--- src/rtl/seg_display_scan.sv ---
// seg_display_scan
// Multiplexed 4-digit seven-segment driver for the CPU observer debug word.
// Each digit is lit for SCAN_DIV clock cycles. A 16-bit snapshot of data_i
// (and mode_i) is taken at every frame boundary, on the digit 3 -> 0 wrap,
// so one scan pass never mixes two values.
//
// Ports:
//   clk      system clock
//   rst      synchronous active-high reset
//   en_i     display enable; 0 blanks outputs and freezes the scan
//   data_i   observer data word, captured at each frame boundary
//   mode_i   observer mode; shown on the decimal points
//   an_o     digit enables, an_o[0] = rightmost digit
//   seg_o    segments {g,f,e,d,c,b,a}
//   dp_o     decimal point
//   frame_o  one-cycle pulse on each snapshot load
module seg_display_scan #(
  parameter int unsigned SCAN_DIV       = 50000,
  parameter bit          AN_ACTIVE_LOW  = 1'b1,
  parameter bit          SEG_ACTIVE_LOW = 1'b1
) (
  input  logic        clk,
  input  logic        rst,
  input  logic        en_i,
  input  logic [15:0] data_i,
  input  logic [2:0]  mode_i,
  output logic [3:0]  an_o,
  output logic [6:0]  seg_o,
  output logic        dp_o,
  output logic        frame_o
);

  localparam int unsigned CNT_W = (SCAN_DIV > 2) ? $clog2(SCAN_DIV) : 1;
  localparam logic [CNT_W-1:0] CNT_LAST = CNT_W'(SCAN_DIV - 1);

  // Output levels for "everything dark" under the chosen polarities.
  localparam logic [3:0] AN_OFF  = AN_ACTIVE_LOW  ? 4'hF : 4'h0;
  localparam logic [6:0] SEG_OFF = SEG_ACTIVE_LOW ? 7'h7F : 7'h00;
  localparam logic       DP_OFF  = SEG_ACTIVE_LOW;

  logic [CNT_W-1:0] cnt_q, cnt_d;
  logic [1:0]       dig_q, dig_d;
  logic [15:0]      shadow_q, shadow_d;
  logic [2:0]       mode_sh_q, mode_sh_d;
  logic             frame_q, frame_d;
  logic [3:0]       an_q, an_d;
  logic [6:0]       seg_q, seg_d;
  logic             dp_q, dp_d;

  logic       tick;
  logic       wrap;
  logic [3:0] nibble;
  logic [6:0] seg_hi;
  logic [3:0] an_hot;
  logic       dp_hi;

  // Scan state: divider, digit index and frame snapshot.
  always_comb begin
    tick      = en_i && (cnt_q == CNT_LAST);
    wrap      = tick && (dig_q == 2'd3);
    cnt_d     = cnt_q;
    dig_d     = dig_q;
    shadow_d  = shadow_q;
    mode_sh_d = mode_sh_q;
    frame_d   = 1'b0;
    if (en_i) begin
      cnt_d = tick ? '0 : cnt_q + 1'b1;
    end
    if (tick) begin
      dig_d = dig_q + 2'd1;
    end
    if (wrap) begin
      shadow_d  = data_i;
      mode_sh_d = mode_i;
      frame_d   = 1'b1;
    end
  end

  // The display registers are decoded from the next-state values, so the
  // cycle that raises frame_o is also the first cycle showing the new
  // snapshot on digit 0, and each digit change appears with its tick.
  always_comb begin
    nibble = shadow_d[{dig_d, 2'b00} +: 4];
    unique case (nibble)
      4'h0: seg_hi = 7'h3F;
      4'h1: seg_hi = 7'h06;
      4'h2: seg_hi = 7'h5B;
      4'h3: seg_hi = 7'h4F;
      4'h4: seg_hi = 7'h66;
      4'h5: seg_hi = 7'h6D;
      4'h6: seg_hi = 7'h7D;
      4'h7: seg_hi = 7'h07;
      4'h8: seg_hi = 7'h7F;
      4'h9: seg_hi = 7'h6F;
      4'hA: seg_hi = 7'h77;
      4'hB: seg_hi = 7'h7C;
      4'hC: seg_hi = 7'h39;
      4'hD: seg_hi = 7'h5E;
      4'hE: seg_hi = 7'h79;
      default: seg_hi = 7'h71;
    endcase
  end

  genvar gi;
  generate
    for (gi = 0; gi < 4; gi++) begin : g_an
      assign an_hot[gi] = (dig_d == 2'(gi));
    end
  endgenerate

  // mode bit 2 lights every point; otherwise bits 1:0 pick one digit.
  assign dp_hi = mode_sh_d[2] || (dig_d == mode_sh_d[1:0]);

  always_comb begin
    an_d  = AN_OFF;
    seg_d = SEG_OFF;
    dp_d  = DP_OFF;
    if (en_i) begin
      an_d  = AN_ACTIVE_LOW  ? ~an_hot : an_hot;
      seg_d = SEG_ACTIVE_LOW ? ~seg_hi : seg_hi;
      dp_d  = SEG_ACTIVE_LOW ? ~dp_hi  : dp_hi;
    end
  end

  always_ff @(posedge clk) begin
    if (rst) begin
      cnt_q     <= '0;
      dig_q     <= 2'd0;
      shadow_q  <= 16'h0000;
      mode_sh_q <= 3'd0;
      frame_q   <= 1'b0;
      an_q      <= AN_OFF;
      seg_q     <= SEG_OFF;
      dp_q      <= DP_OFF;
    end else begin
      cnt_q     <= cnt_d;
      dig_q     <= dig_d;
      shadow_q  <= shadow_d;
      mode_sh_q <= mode_sh_d;
      frame_q   <= frame_d;
      an_q      <= an_d;
      seg_q     <= seg_d;
      dp_q      <= dp_d;
    end
  end

  assign an_o    = an_q;
  assign seg_o   = seg_q;
  assign dp_o    = dp_q;
  assign frame_o = frame_q;

endmodule
--- config.mk ---
export PLATFORM = sky130hd
export DESIGN_NAME = seg_display_scan
export DESIGN_NICKNAME = d
export VERILOG_FILES = /design/src/rtl/seg_display_scan.sv
export SDC_FILE = /design/constraint.sdc
export NUM_CORES = 1
export LEC_CHECK = 0
export BUFFER_PORTS_ARGS = -buffer_cell sky130_fd_sc_hd__buf_2
export CAP_MARGIN = 10
export CORE_UTILIZATION = 45
export DETAILED_ROUTE_END_ITERATION = 12
export GPL_ROUTABILITY_DRIVEN = 0
export PLACE_DENSITY = 0.75
export SLEW_MARGIN = 25
export SYNTH_ARGS = -nofsm -noshare
export SYNTH_HDL_FRONTEND = slang
export SYNTH_SLANG_ARGS = --single-unit
export TNS_END_PERCENT = 20
--- constraint.sdc ---
create_clock -name clk -period 3.37 [get_ports clk]
set_clock_uncertainty 0.2 [all_clocks]
set_input_delay 0.1685 -clock clk [delete_from_list [all_inputs] [get_ports clk]]
set_output_delay 0.1685 -clock clk [all_outputs]
set_load 0.005 [all_outputs]
**Word level (Yosys, flattened, before mapping)**

Memory sizes are Yosys's and may differ from the RTL's.
Index checks and enable logic that the tools add are counted.

- Eq/ne operators: 6
- Mux-type cells: 5
- Reductions and logical operators: 5
- Bitwise logic cells: 4
- Add/sub/neg operators: 2
- Shift-type cells: 1

Operators with widths:

| operator | number |
|---|---|
| $mux 16 | 2 |
| $add 16x1->16 const B | 1 |
| $eq 16x16->1 const B | 1 |
| $shiftx 16x5->4 | 1 |
| $not 7->7 | 1 |
| $eq 2x2->1 const B | 3 |
| $not 4->4 | 1 |
| $mux 3 | 1 |
| $add 2x1->2 const B | 1 |
| $eq 2x1->1 const B | 1 |
| $eq 2x2->1 | 1 |
| $logic_and 1x1->1 | 2 |
| $logic_not 2->1 | 1 |
| $mux 2 | 1 |
| $not 1->1 | 2 |
| $reduce_or 2->1 | 1 |
| $logic_or 1x1->1 | 1 |
| $mux 1 | 1 |

- Bits of input ports: 22
- Flip-flop bits (word level): 50
- Memories: 1
- Bits in read-only memories: 112

Memory list:

| name | depth | bits a word | read ports | clocked after Yosys merged registers in | write ports | RTL line | RTL |
|---|---|---|---|---|---|---|---|
| (name not given) | 16 | 7 | 1 | 0 | 0 | 84 | `unique case (nibble)` |

**Longest topological paths before layout**

Gate-level depths: netlist (run 1).

- Depth after elaboration: 7
- Mapped depth: 14

**Worst setup path after synthesis (run 1)**

OpenSTA, ideal clock, no wires.

- Path kind: register to register
- Start point: reg dig_q[1]
- End point: reg seg_q[3] (netlist: seg_o[3])
- Buffers on the path: 1
- Arrival time: 2.718 ns
- Period minus slack after synthesis: 3.053 ns
- Slack: 0.317 ns
- Stages on the path, launching flop included: 11
- Required time: 3.035 ns
- Cell sequence: dfxtp_1 > ha_1 > buf_2 > mux2_2 > mux4_2 > a222oi_1 > inv_1 > ha_1 > nand2_1 > a21boi_0 > a31oi_1

- Longest elaborated chain between the ends: 6

Ends and longest elaborated chain:

| item | RTL line | RTL |
|---|---|---|
| start, declared | 42 | `logic [1:0] dig_q, dig_d;` |
| start signal, assigned | 137 | `dig_q <= dig_d;` |
| branches (longest 3 deep; another with $add 2x1->2) | -- |  |
| $shiftx 16x5->4 * | 83 | `nibble = shadow_d[{dig_d, 2'b00} +: 4];` |
| $mem_v2 16x7 * | -- |  |
| $not 7->7 * | 120 | `seg_d = SEG_ACTIVE_LOW ? ~seg_hi : seg_hi;` |
| end signal, assigned | 142 | `seg_q <= seg_d;` |
| end, declared | 47 | `logic [6:0] seg_q, seg_d;` |

Every way passes the cells marked *.
A chain may end at the register's enable or synchronous reset.

**Worst setup path after layout (run 1)**

- Start point: reg cnt_q[0]
- End point: reg seg_q[3] (netlist: seg_o[3])

- Longest elaborated chain between the ends: 7

Ends and longest elaborated chain:

| item | RTL line | RTL |
|---|---|---|
| start, declared | 41 | `logic [CNT_W-1:0] cnt_q, cnt_d;` |
| start signal, assigned | 136 | `cnt_q <= cnt_d;` |
| $eq 16x16->1 * | 59 | `tick = en_i && (cnt_q == CNT_LAST);` |
| $logic_and 1x1->1 * | 59 |  |
| $logic_and 1x1->1 | 60 | `wrap = tick && (dig_q == 2'd3);` |
| $mux 16 | 72 | `if (wrap) begin` |
| $shiftx 16x5->4 * | 83 |  |
| $mem_v2 16x7 * | -- |  |
| $not 7->7 * | 120 |  |

Mark *: on every way between the ends. The rest lies on a longest branch, timed or not.

==> flow_metrics.py, run 1 <==
metrics = {
    "worst_setup_path": {
        "critPathArrivalTime_ns": 3.11,
        "critPathMaxFanout": 7,
        "start_kind": "flip-flop",
        "required_ns": 3.34,
        "critPathKind": "flip-flop to flip-flop",
        "r2r-start": "cnt_q[0]",
        "reg2reg_slack_ns": 0.23,
        "crit_start": "cnt_q[0]",
        "crit_path_end_kind": "flip-flop",
    },
    "job": {
        "timing.max_cap.violations": 0,
    },
    "routing": {
        "drc": 0,
        "num_vias": 2374,
        "post_drt_wl_per_cell_um": 13.7,
        "finalWirelength_um": 5970,
        "drt_iter0_drc": 127,
        "via_per_inst": 5.43,
        "firstDrtPassIters": 4,
        "postRouteAntennaNets": 0,
    },
    "sta": {
        "tightest_slew_ns": 0.541,
        "slew_viol_final": 0,
        "finalHoldViolCount": 0,
        "slew_headroom": 0.639,
        "setup_viol": 0,
        "worst_slack_ns": 0.231,
        "holdWs_ns": 0.0189,
        "finalCritPeriodShare": 0.931,
        "finalCriticalPeriod_ns": 3.14,
        "fmax_mhz": 319,
        "rsz0062_at_grt": "no",
        "tns_ns": 0,
    },
    "floorplanning": {
        "rows": 27,
        "die_x_um": 78.4,
        "ios": 35,
        "die_area_um2": 6150,
        "initial_utilization": 0.471,
        "coreArea_um2": 5570,
        "die-height_um": 78.4,
    },
    "synth": {
        "ys_ff_latch": 50,
        "synth_flop_cell": "dfxtp_1",
        "syn_avg_cell_area_um2": 8.42,
        "yosysSeqAreaShare": 0.381,
        "synth.cell_area_um2": 2630,
        "synth_top_area_cell": "dfxtp_1",
        "syn_inst": 312,
        "yosysWarnings": 0,
        "synth_edf_count": 0,
        "ys_types": 49,
        "synthTopCellsByArea": "dfxtp_1 (38%), nand2_1 (7.7%), mux2i_1 (5.3%)",
        "synth-async-reset-ratio": 0,
        "syn-num-nets": 342,
        "synth_top_area_share": 0.381,
    },
    "pwr": {
        "vdd_ir_drop_max_mv": 0.154,
        "p_int_uw": 795,
        "share_comb_of_total_power": 0.057,
        "power_switching_uw": 224,
        "p_leak_uw": 0.00121,
        "p_total_uw": 1020,
        "powerDensity_nw_per_um2": 323,
        "pwr-share-seq": 0.589,
        "p_clk_frac": 0.354,
        "p_sw_frac": 0.219,
    },
    "global_routing": {
        "antenna_found_initial": 0,
        "grt_start_max_net_pins": 29,
        "grt_pass1_wl_um": 10400,
        "grt_overflow": 0,
        "grtUsageTotal": 0.214,
        "grt_pass1_vias": 2272,
    },
    "cells_and_area": {
        "fin_area_um2": 3160,
        "fin_nets": 394,
        "n_fill_cell": 503,
        "drive_gt1_frac": 0.189,
        "area_growth_pct": 20.3,
        "multi_input_area_um2": 1510,
        "final_cell_mix": "nand2_1 (54), dfxtp_1 (50), buf_2 (34)",
        "seqCellArea_um2": 1000,
        "layout_commonest_cell": "nand2_1",
        "antenna_cells_inserted": 0,
    },
    "min_path": {
        "hp-class": "input port to flip-flop",
        "hp-start": "en_i",
    },
    "clock_network": {
        "cts_tree": "yes",
        "clk_latency_ns": 0.31,
        "cts.sink_count": 50,
        "root_buffer": "clkbuf_8",
        "path_clk_slew_ns": 0.09,
        "htree_levels": 2,
        "cts_made_buffers": 5,
        "clock_path_buffers": 2,
        "cts_setup_buffers": 0,
    },
    "outcome": {
        "status": "completed",
    },
    "placed_design": {
        "hpwl_um": 4260,
        "place_area_um2": 2880,
        "dpl_worst_slack_ns": 0.153,
        "numPortBuffers": 34,
    },
}
## routing by layer
metal | wire length [µm] | part of all wire | vias up | GRT usage
met5 | 0 | 0 | - | 0
met4 | 114 | 0.019 | 0 | 0.0963
met1 | 2820 | 0.47 | 1115 | 0.288
met3 | 226 | 0.038 | 11 | 0.0302
met2 | 2810 | 0.47 | 59 | 0.340
li1 | - | - | 1189 | -
## state kept, by name, indices dropped and copies added, names as in the netlist
| name | flops |
|---|---|
| an_o | 4 |
| cnt_q | 16 |
| dig_q | 2 |
| dp_o | 1 |
| frame_o | 1 |
| mode_sh_q | 3 |
| seg_o | 7 |
| shadow_q | 16 |
## final cells by class
type | instances | area share
Multi-Input combinational cell | 236 | 0.478
Sequential cell | 50 | 0.317
Timing Repair Buffer | 64 | 0.139
Tap cell | 72 | 0.0285
Clock buffer | 7 | 0.0273
Inverter | 7 | 0.00832
Clock inverter | 1 | 0.00158
## kinds of logic (layout without fill, tap and decap cells)
group	Yosys count	in the layout	share of synthesized area
flops	50	50	0.381
simple gates	134	134	0.259
fa+ha+maj	8	8	0.0381
xor+xnor	16	16	0.0534
compound gates	60	60	0.140
buf+inv	26	79	0.0491
mux	18	18	0.0791
## power groups by stage
stage / registers (µW) / clock network, µW / logic, µW
final: 600 / 360 / 57.9
after detailed placement: 614 / 0 / 41.6
after global routing: 601 / 396 / 63.5
after global placement: 614 / 0 / 40.8
after floorplan: 615 / 0 / 18.6
after CTS: 601 / 371 / 57.5
## cells in the mapped netlist (all sizes together), types with 3 or more instances
cell,instances
clkbuf,10
nor4,4
nand2b,3
a21oi,23
nand4b,3
o21ai,17
inv,7
nor2,29
a31oi,3
nor2b,7
xnor2,9
ha,8
nand2,54
xor2,7
buf,9
nand3,11
nor3,4
mux2i,14
nand4,7
dfxtp,50
a22oi,3
o211ai,3
and3,4
## critical path: stages (launching register included)
cell and delay [ns]:
dfxtp_1 0.39, ha_1 0.20, and3_1 0.24, nand3_2 0.18
nor2_2 0.28, mux4_2 0.38, a222oi_1 0.28, buf_4 0.20
inv_1 0.08, ha_1 0.18, nand2_1 0.07, a21boi_0 0.23
a31oi_1 0.11
## metrics by stage
stage               instances  utilization
finish                    437        0.567
global route              437        0.567
CTS                       437        0.565
detailed placement        411        0.517
global placement          411        0.517
floorplan                 312            -
## what timing repair did
| item | in CTS | in global routing |
|---|---|---|
| hold buffers | 18 | 0 |
| endpoints found under the setup margin | 0 | 2 |
| gates resized for setup | 0 | 3 |
| endpoints found under the hold margin | 19 | 0 |
## final timing paths
| kind | to | depth (start not counted) |
|---|---|---|
| max reg2reg | seg_o[3] | 12 |
| max | seg_o[3] | 12 |
| min | cnt_q[1] | 3 |
| min reg2reg | shadow_q[6] | 2 |
Power figures use the tool's default switching activity.
==> run 2: changes to the inputs <==
--- a/config.mk
+++ b/config.mk
@@ -5,12 +5,14 @@
 export SDC_FILE = /design/constraint.sdc
 export NUM_CORES = 1
 export LEC_CHECK = 0
+export ABC_AREA = 1
 export BUFFER_PORTS_ARGS = -buffer_cell sky130_fd_sc_hd__buf_2
 export CAP_MARGIN = 10
-export CORE_UTILIZATION = 45
+export CORE_UTILIZATION = 50
 export DETAILED_ROUTE_END_ITERATION = 12
 export GPL_ROUTABILITY_DRIVEN = 0
-export PLACE_DENSITY = 0.75
+export GPL_TIMING_DRIVEN = 0
+export PLACE_DENSITY = 0.81
 export SLEW_MARGIN = 25
 export SYNTH_ARGS = -nofsm -noshare
 export SYNTH_HDL_FRONTEND = slang
==> flow_metrics.py, run 2 <==
metrics = {
    "placed_design": {
        "dp.cells": 482,
        "hpwl_um": 4530,
        "numPortBuffers": 33,
    },
    "clock_network": {
        "root_buffer": "clkbuf_8",
        "cts_tree": "yes",
        "clk_latency_ns": 0.32,
        "cts_resized": 0,
        "path_clk_slew_ns": 0.11,
        "clock_path_buffers": 2,
        "htree_levels": 2,
        "cts.sink_count": 50,
        "cts_setup_buffers": 0,
        "cts_made_buffers": 5,
    },
    "routing": {
        "finalWirelength_um": 6230,
        "firstDrtPassIters": 4,
        "via_per_inst": 5.11,
        "drc": 0,
        "num_vias": 2569,
        "drt_iter0_drc": 125,
        "postRouteAntennaNets": 0,
        "post_drt_wl_per_cell_um": 12.4,
    },
    "sta": {
        "finalHoldViolCount": 1,
        "slew_headroom": 0.667,
        "fmax_mhz": 332,
        "tightest_slew_ns": 0.500,
        "slew_viol_final": 0,
        "finalCritPeriodShare": 0.895,
        "finalCriticalPeriod_ns": 3.01,
        "holdWs_ns": -0.00211,
        "setup_viol": 0,
        "tns_ns": 0,
        "rsz0062_at_grt": "no",
    },
    "cells_and_area": {
        "drive_gt1_frac": 0.192,
        "layout_commonest_cell": "nand2_1",
        "antenna_cells_inserted": 0,
        "fin_nets": 462,
        "post-route-util": 0.618,
        "area_growth_pct": 18.8,
        "layout.cells.non_filler": 503,
        "final_cell_mix": "nand2_1 (115), dfxtp_1 (50), inv_1 (43)",
    },
    "synth": {
        "synth_xor_area_frac": 0.00989,
        "synth_top_family_by_area": "simple AND/OR/NAND/NOR gates",
        "syn-num-nets": 409,
        "synth-adder-area-share": 0.0377,
        "ys_ff_latch": 50,
        "ys_types": 35,
        "synthTopCellsByCount": "nand2_1 (115), dfxtp_1 (50), inv_1 (43), nor2_1 (36), nand3_1 (25)",
        "synth_edf_count": 0,
        "synthMuxAreaShare": 0.0113,
        "yosysMostFrequentCell": "nand2_1",
        "synth-compound-area-share": 0.0650,
        "synth.cell_area_um2": 2660,
        "synthTopCellsByArea": "dfxtp_1 (38%), nand2_1 (16%), inv_1 (6.1%)",
        "synth_top_area_share": 0.377,
        "synth_flop_cell": "dfxtp_1",
        "yosysSeqAreaShare": 0.377,
        "syn_inst": 379,
        "synth-async-reset-ratio": 0,
        "syn_avg_cell_area_um2": 7.01,
        "yosysWarnings": 0,
        "synth_top_area_cell": "dfxtp_1",
        "synthSimpleGateAreaFrac": 0.412,
    },
    "job": {
        "timing.max_cap.violations": 0,
    },
    "global_routing": {
        "grtUsageTotal": 0.239,
        "antenna_found_initial": 0,
        "grt_overflow": 0,
        "grt_start_max_net_pins": 18,
        "grt_pass1_vias": 2334,
        "grt_pass1_wl_um": 10100,
    },
    "pwr": {
        "vdd_ir_drop_max_mv": 0.265,
        "powerDensity_nw_per_um2": 349,
        "p_total_uw": 1100,
        "p_leak_uw": 0.00151,
    },
    "floorplanning": {
        "die_x_um": 74.9,
        "coreArea_um2": 5110,
        "initial_utilization": 0.520,
        "die_area_um2": 5610,
        "rows": 26,
        "ios": 35,
        "die-height_um": 74.9,
    },
    "worst_setup_path": {
        "crit_path_end_kind": "flip-flop",
        "r2r_cells": 16,
        "critPathKind": "flip-flop to flip-flop",
        "reg2reg_slack_ns": 0.36,
        "required_ns": 3.39,
        "critPathMaxFanout": 10,
        "start_kind": "flip-flop",
        "critPathArrivalTime_ns": 3.04,
    },
    "outcome": {
        "violations": "negative hold slack",
        "status": "finished with violations",
    },
    "min_path": {
        "hold_path_depth": 3,
        "hp-class": "input port to flip-flop",
    },
}
[run 2: cell count changes in the layout (fill, tap and decap cells not counted), moves of 9 or more]
cell     change
inv_1       +36
xnor2_1      -9
nand3_1     +17
a21oi_1     -11
inv_2       +10
nand2_1     +61
mux2i_1     -11
buf_4       -12
[run 2: repair_timing]
item | CTS | global route
hold buffers | 13 | 0
hold endpoints to repair | 12 | 0
endpoints found under the setup margin | 0 | 0
[run 2: critical path: stages (launching register included)]
cell and delay [ns]:
dfxtp_1 0.39, ha_1 0.18, nand2_1 0.13, nor3_1 0.33, nand3_1 0.22, buf_2 0.24, nand2_1 0.10, nand2_1 0.06
nand2_1 0.08, nand2_1 0.08, nor2_2 0.27, inv_1 0.13, ha_1 0.22, nand3_1 0.10, nand2_1 0.07, nand2_1 0.06
nand3_1 0.05
[run 2: worst paths after layout]
kind / startpoint / endpoint
worst max-delay path: cnt_q[0] / seg_o[3]
worst min-delay path: en_i / cnt_q[1]
worst max register to register: cnt_q[0] / seg_o[3]
worst min register to register: shadow_q[9] / shadow_q[9]
[run 2: final cells by class]
cell class,instances,area [µm²]
buffer,6,32.5
clock buffer,5,68.8
clock inverter,3,48.8
fill,471,1950
inverter,53,199
multi-input combinational,270,1430
sequential,50,1000
tap,70,87.6
timing repair buffer,46,295
[run 2: through the flow]
stage / setup slack [ns] / cell area, µm²
after floorplan: 0.859 / 2660
after global placement: 0.481 / 2910
after detailed placement: 0.421 / 2910
after CTS: 0.393 / 3160
after global routing: 0.157 / 3160
final: 0.355 / 3160
[run 2: kinds of logic after synthesis]
group	after synthesis
AOI/OAI and AO/OA	29
muxes	3
adders and majority gates	8
xor gates and xnor gates	3
DFF	50
and+or+nand+nor	227
buffers and inverters	59
[run 2: report_power, final]
group          switching (µW)  internal, µW
clock                     221           226
sequential               3.02           598
combinational            27.9          26.3
total                     252           850
[run 2: metal layers]
metal	vias up	routed length [µm]	track usage
li1	1300	-	-
met1	1197	2780	0.289
met2	56	3050	0.410
met3	16	244	0.0495
met4	0	158	0.103
met5	-	0	0
==> run 3: changes to the inputs <==
--- a/config.mk
+++ b/config.mk
@@ -12,7 +12,8 @@
 export DETAILED_ROUTE_END_ITERATION = 12
 export GPL_ROUTABILITY_DRIVEN = 0
 export GPL_TIMING_DRIVEN = 0
-export PLACE_DENSITY = 0.81
+export HOLD_SLACK_MARGIN = 0.02
+export PLACE_DENSITY = 0.83
 export SLEW_MARGIN = 25
 export SYNTH_ARGS = -nofsm -noshare
 export SYNTH_HDL_FRONTEND = slang
==> constraint.sdc (replaced) <==
create_clock -name clk -period 2.64 [get_ports clk]
set_clock_uncertainty 0.2 [all_clocks]
set_input_delay 0.132 -clock clk [delete_from_list [all_inputs] [get_ports clk]]
set_output_delay 0.132 -clock clk [all_outputs]
set_load 0.005 [all_outputs]
==> flow_metrics.py, run 3 (synthesis results as in run 2) <==
metrics = {
    "pwr": {
        "share_comb_of_total_power": 0.061,
        "pwr-share-seq": 0.576,
        "p_leak_uw": 0.00162,
        "powerDensity_nw_per_um2": 388,
        "p_int_uw": 1020,
        "p_total_uw": 1330,
        "p_sw_frac": 0.233,
        "power_switching_uw": 310,
        "vdd_ir_drop_max_mv": 0.335,
        "p_clk_frac": 0.363,
    },
    "routing": {
        "via_per_inst": 5.21,
        "num_vias": 2720,
        "postRouteAntennaNets": 0,
        "post_drt_wl_per_cell_um": 13.4,
        "finalWirelength_um": 6970,
        "firstDrtPassIters": 4,
        "drc": 0,
        "drt_iter0_drc": 128,
    },
    "sta": {
        "setup_viol": 2,
        "finalHoldViolCount": 0,
        "slew_headroom": 0.662,
        "finalCriticalPeriod_ns": 2.67,
        "fmax_mhz": 375,
        "slew_viol_final": 0,
        "finalCritPeriodShare": 1.01,
        "tightest_slew_ns": 0.507,
        "rsz0062_at_grt": "yes",
        "worst_slack_ns": -0.0274,
    },
    "clock_network": {
        "cts_made_buffers": 5,
        "clock_path_buffers": 2,
        "cts.sink_count": 50,
        "path_clk_slew_ns": 0.10,
        "cts_tree": "yes",
        "root_buffer": "clkbuf_8",
        "clk_latency_ns": 0.31,
        "htree_levels": 2,
    },
    "worst_setup_path": {
        "critPathArrivalTime_ns": 2.67,
        "crit_buf_inv": 2,
        "cp_slowest_cell": "dfxtp_2",
        "crit_top_cell": "nand2_1",
        "r2r-start": "cnt_q[0]",
        "crit_start": "cnt_q[0]",
        "required_ns": 2.64,
        "max_stage_delay_ns": 0.38,
        "crit_family": "simple AND/OR/NAND/NOR gates",
        "critPathMaxFanout": 7,
        "crit_path_end_kind": "flip-flop",
        "cp.depth": 16,
        "critPathKind": "flip-flop to flip-flop",
        "crit_chain": "ha_4 > nand2_4 > nor3_4 > nand3_2 > buf_6 > nand2_1 > nand2_1 > nand2_1 > nand2_1 > nor2_4 > inv_2 > ha_1 > nand3_2 > nand3_1 > nand2_1 > nand2_1",
        "start_kind": "flip-flop",
        "r2r_cells": 16,
    },
    "cells_and_area": {
        "drive_gt1_frac": 0.261,
        "final_cell_mix": "nand2_1 (107), dfxtp_1 (47), inv_1 (40)",
        "n_fill_cell": 380,
        "antenna_cells_inserted": 0,
        "area_growth_pct": 29.5,
        "fin_area_um2": 3440,
        "layout_commonest_cell": "nand2_1",
        "post-route-util": 0.674,
        "fin_nets": 481,
    },
    "placed_design": {
        "place_area_um2": 2910,
        "numPortBuffers": 33,
        "hpwl_um": 4380,
    },
    "min_path": {
        "hold_path_depth": 5,
        "hp-class": "input port to flip-flop",
        "hp-start": "data_i[14]",
    },
    "floorplanning": {
        "die_x_um": 74.9,
        "ios": 35,
        "coreArea_um2": 5110,
        "die_area_um2": 5610,
        "initial_utilization": 0.520,
        "die-height_um": 74.9,
        "rows": 26,
    },
    "global_routing": {
        "antenna_found_initial": 0,
        "grt_overflow": 0,
        "grtUsageTotal": 0.235,
        "grt_pass1_wl_um": 10100,
        "grt_start_max_net_pins": 16,
        "grt_pass1_vias": 2296,
    },
    "job": {
        "timing.max_cap.violations": 0,
    },
    "outcome": {
        "violations": "negative setup slack",
        "status": "finished with violations",
    },
}
## run 3: metrics by stage
| stage | TNS, ns | std cells | hold slack (ns) | worst slack [ns] |
|---|---|---|---|---|
| after floorplan | 0 | 379 | 0.0763 | 0.129 |
| after global placement | -1.21 | 482 | 0.191 | -0.221 |
| after detailed placement | -1.75 | 482 | 0.190 | -0.312 |
| after CTS | 0 | 516 | 0.0323 | 0.00170 |
| after global routing | -0.678 | 522 | 0.0480 | -0.151 |
| final | -0.0481 | 522 | 0.0408 | -0.0274 |
## run 3: worst register-to-register path: cells and delay by family (launching register included)
kind / cells / cell delay, ns
flip-flops: 1 / 0.38
adder cells (fa/ha/maj): 2 / 0.40
buffers and inverters: 2 / 0.25
AND/OR/NAND/NOR: 12 / 1.31
## run 3: per-layer routing
| metal | global-route usage | share of wire |
|---|---|---|
| met3 | 0.0495 | 0.055 |
| met1 | 0.310 | 0.42 |
| met5 | 0 | 0 |
| met4 | 0.0650 | 0.023 |
| met2 | 0.389 | 0.50 |
## run 3: final timing paths
kind	to	slack, ns
min reg2reg	shadow_q[4]	0.29
max reg2reg	seg_o[0]	-0.03
min	shadow_q[14]	0.04
max	seg_o[0]	-0.03
## run 3: repair_timing
action	CTS	global route
pin swaps	8	11
hold endpoints to repair	19	0
hold buffers	19	0
gates resized for setup	18	24
setup buffers	7	6
cloned	0	0
endpoints found under the setup margin	7	7
## run 3: cell type report
cell class | count | area [µm²] | share of cell area
plain buffers | 6 | 42.5 | 0.0124
clock buffers | 7 | 86.3 | 0.0251
clock inverters | 1 | 8.76 | 0.00255
inverters | 53 | 206 | 0.0600
multi-input cells | 270 | 1550 | 0.450
flip-flops and latches | 50 | 1000 | 0.292
well taps | 70 | 87.6 | 0.0255
repair buffers | 65 | 455 | 0.132
## run 3: power groups by stage
stage / registers (µW) / logic, µW / clock network (µW)
after floorplan: 785 / 23.9 / 0
after global placement: 784 / 54.9 / 0
after detailed placement: 784 / 55.3 / 0
after CTS: 767 / 76.3 / 486
after global routing: 770 / 90.4 / 517
final: 768 / 81.9 / 484
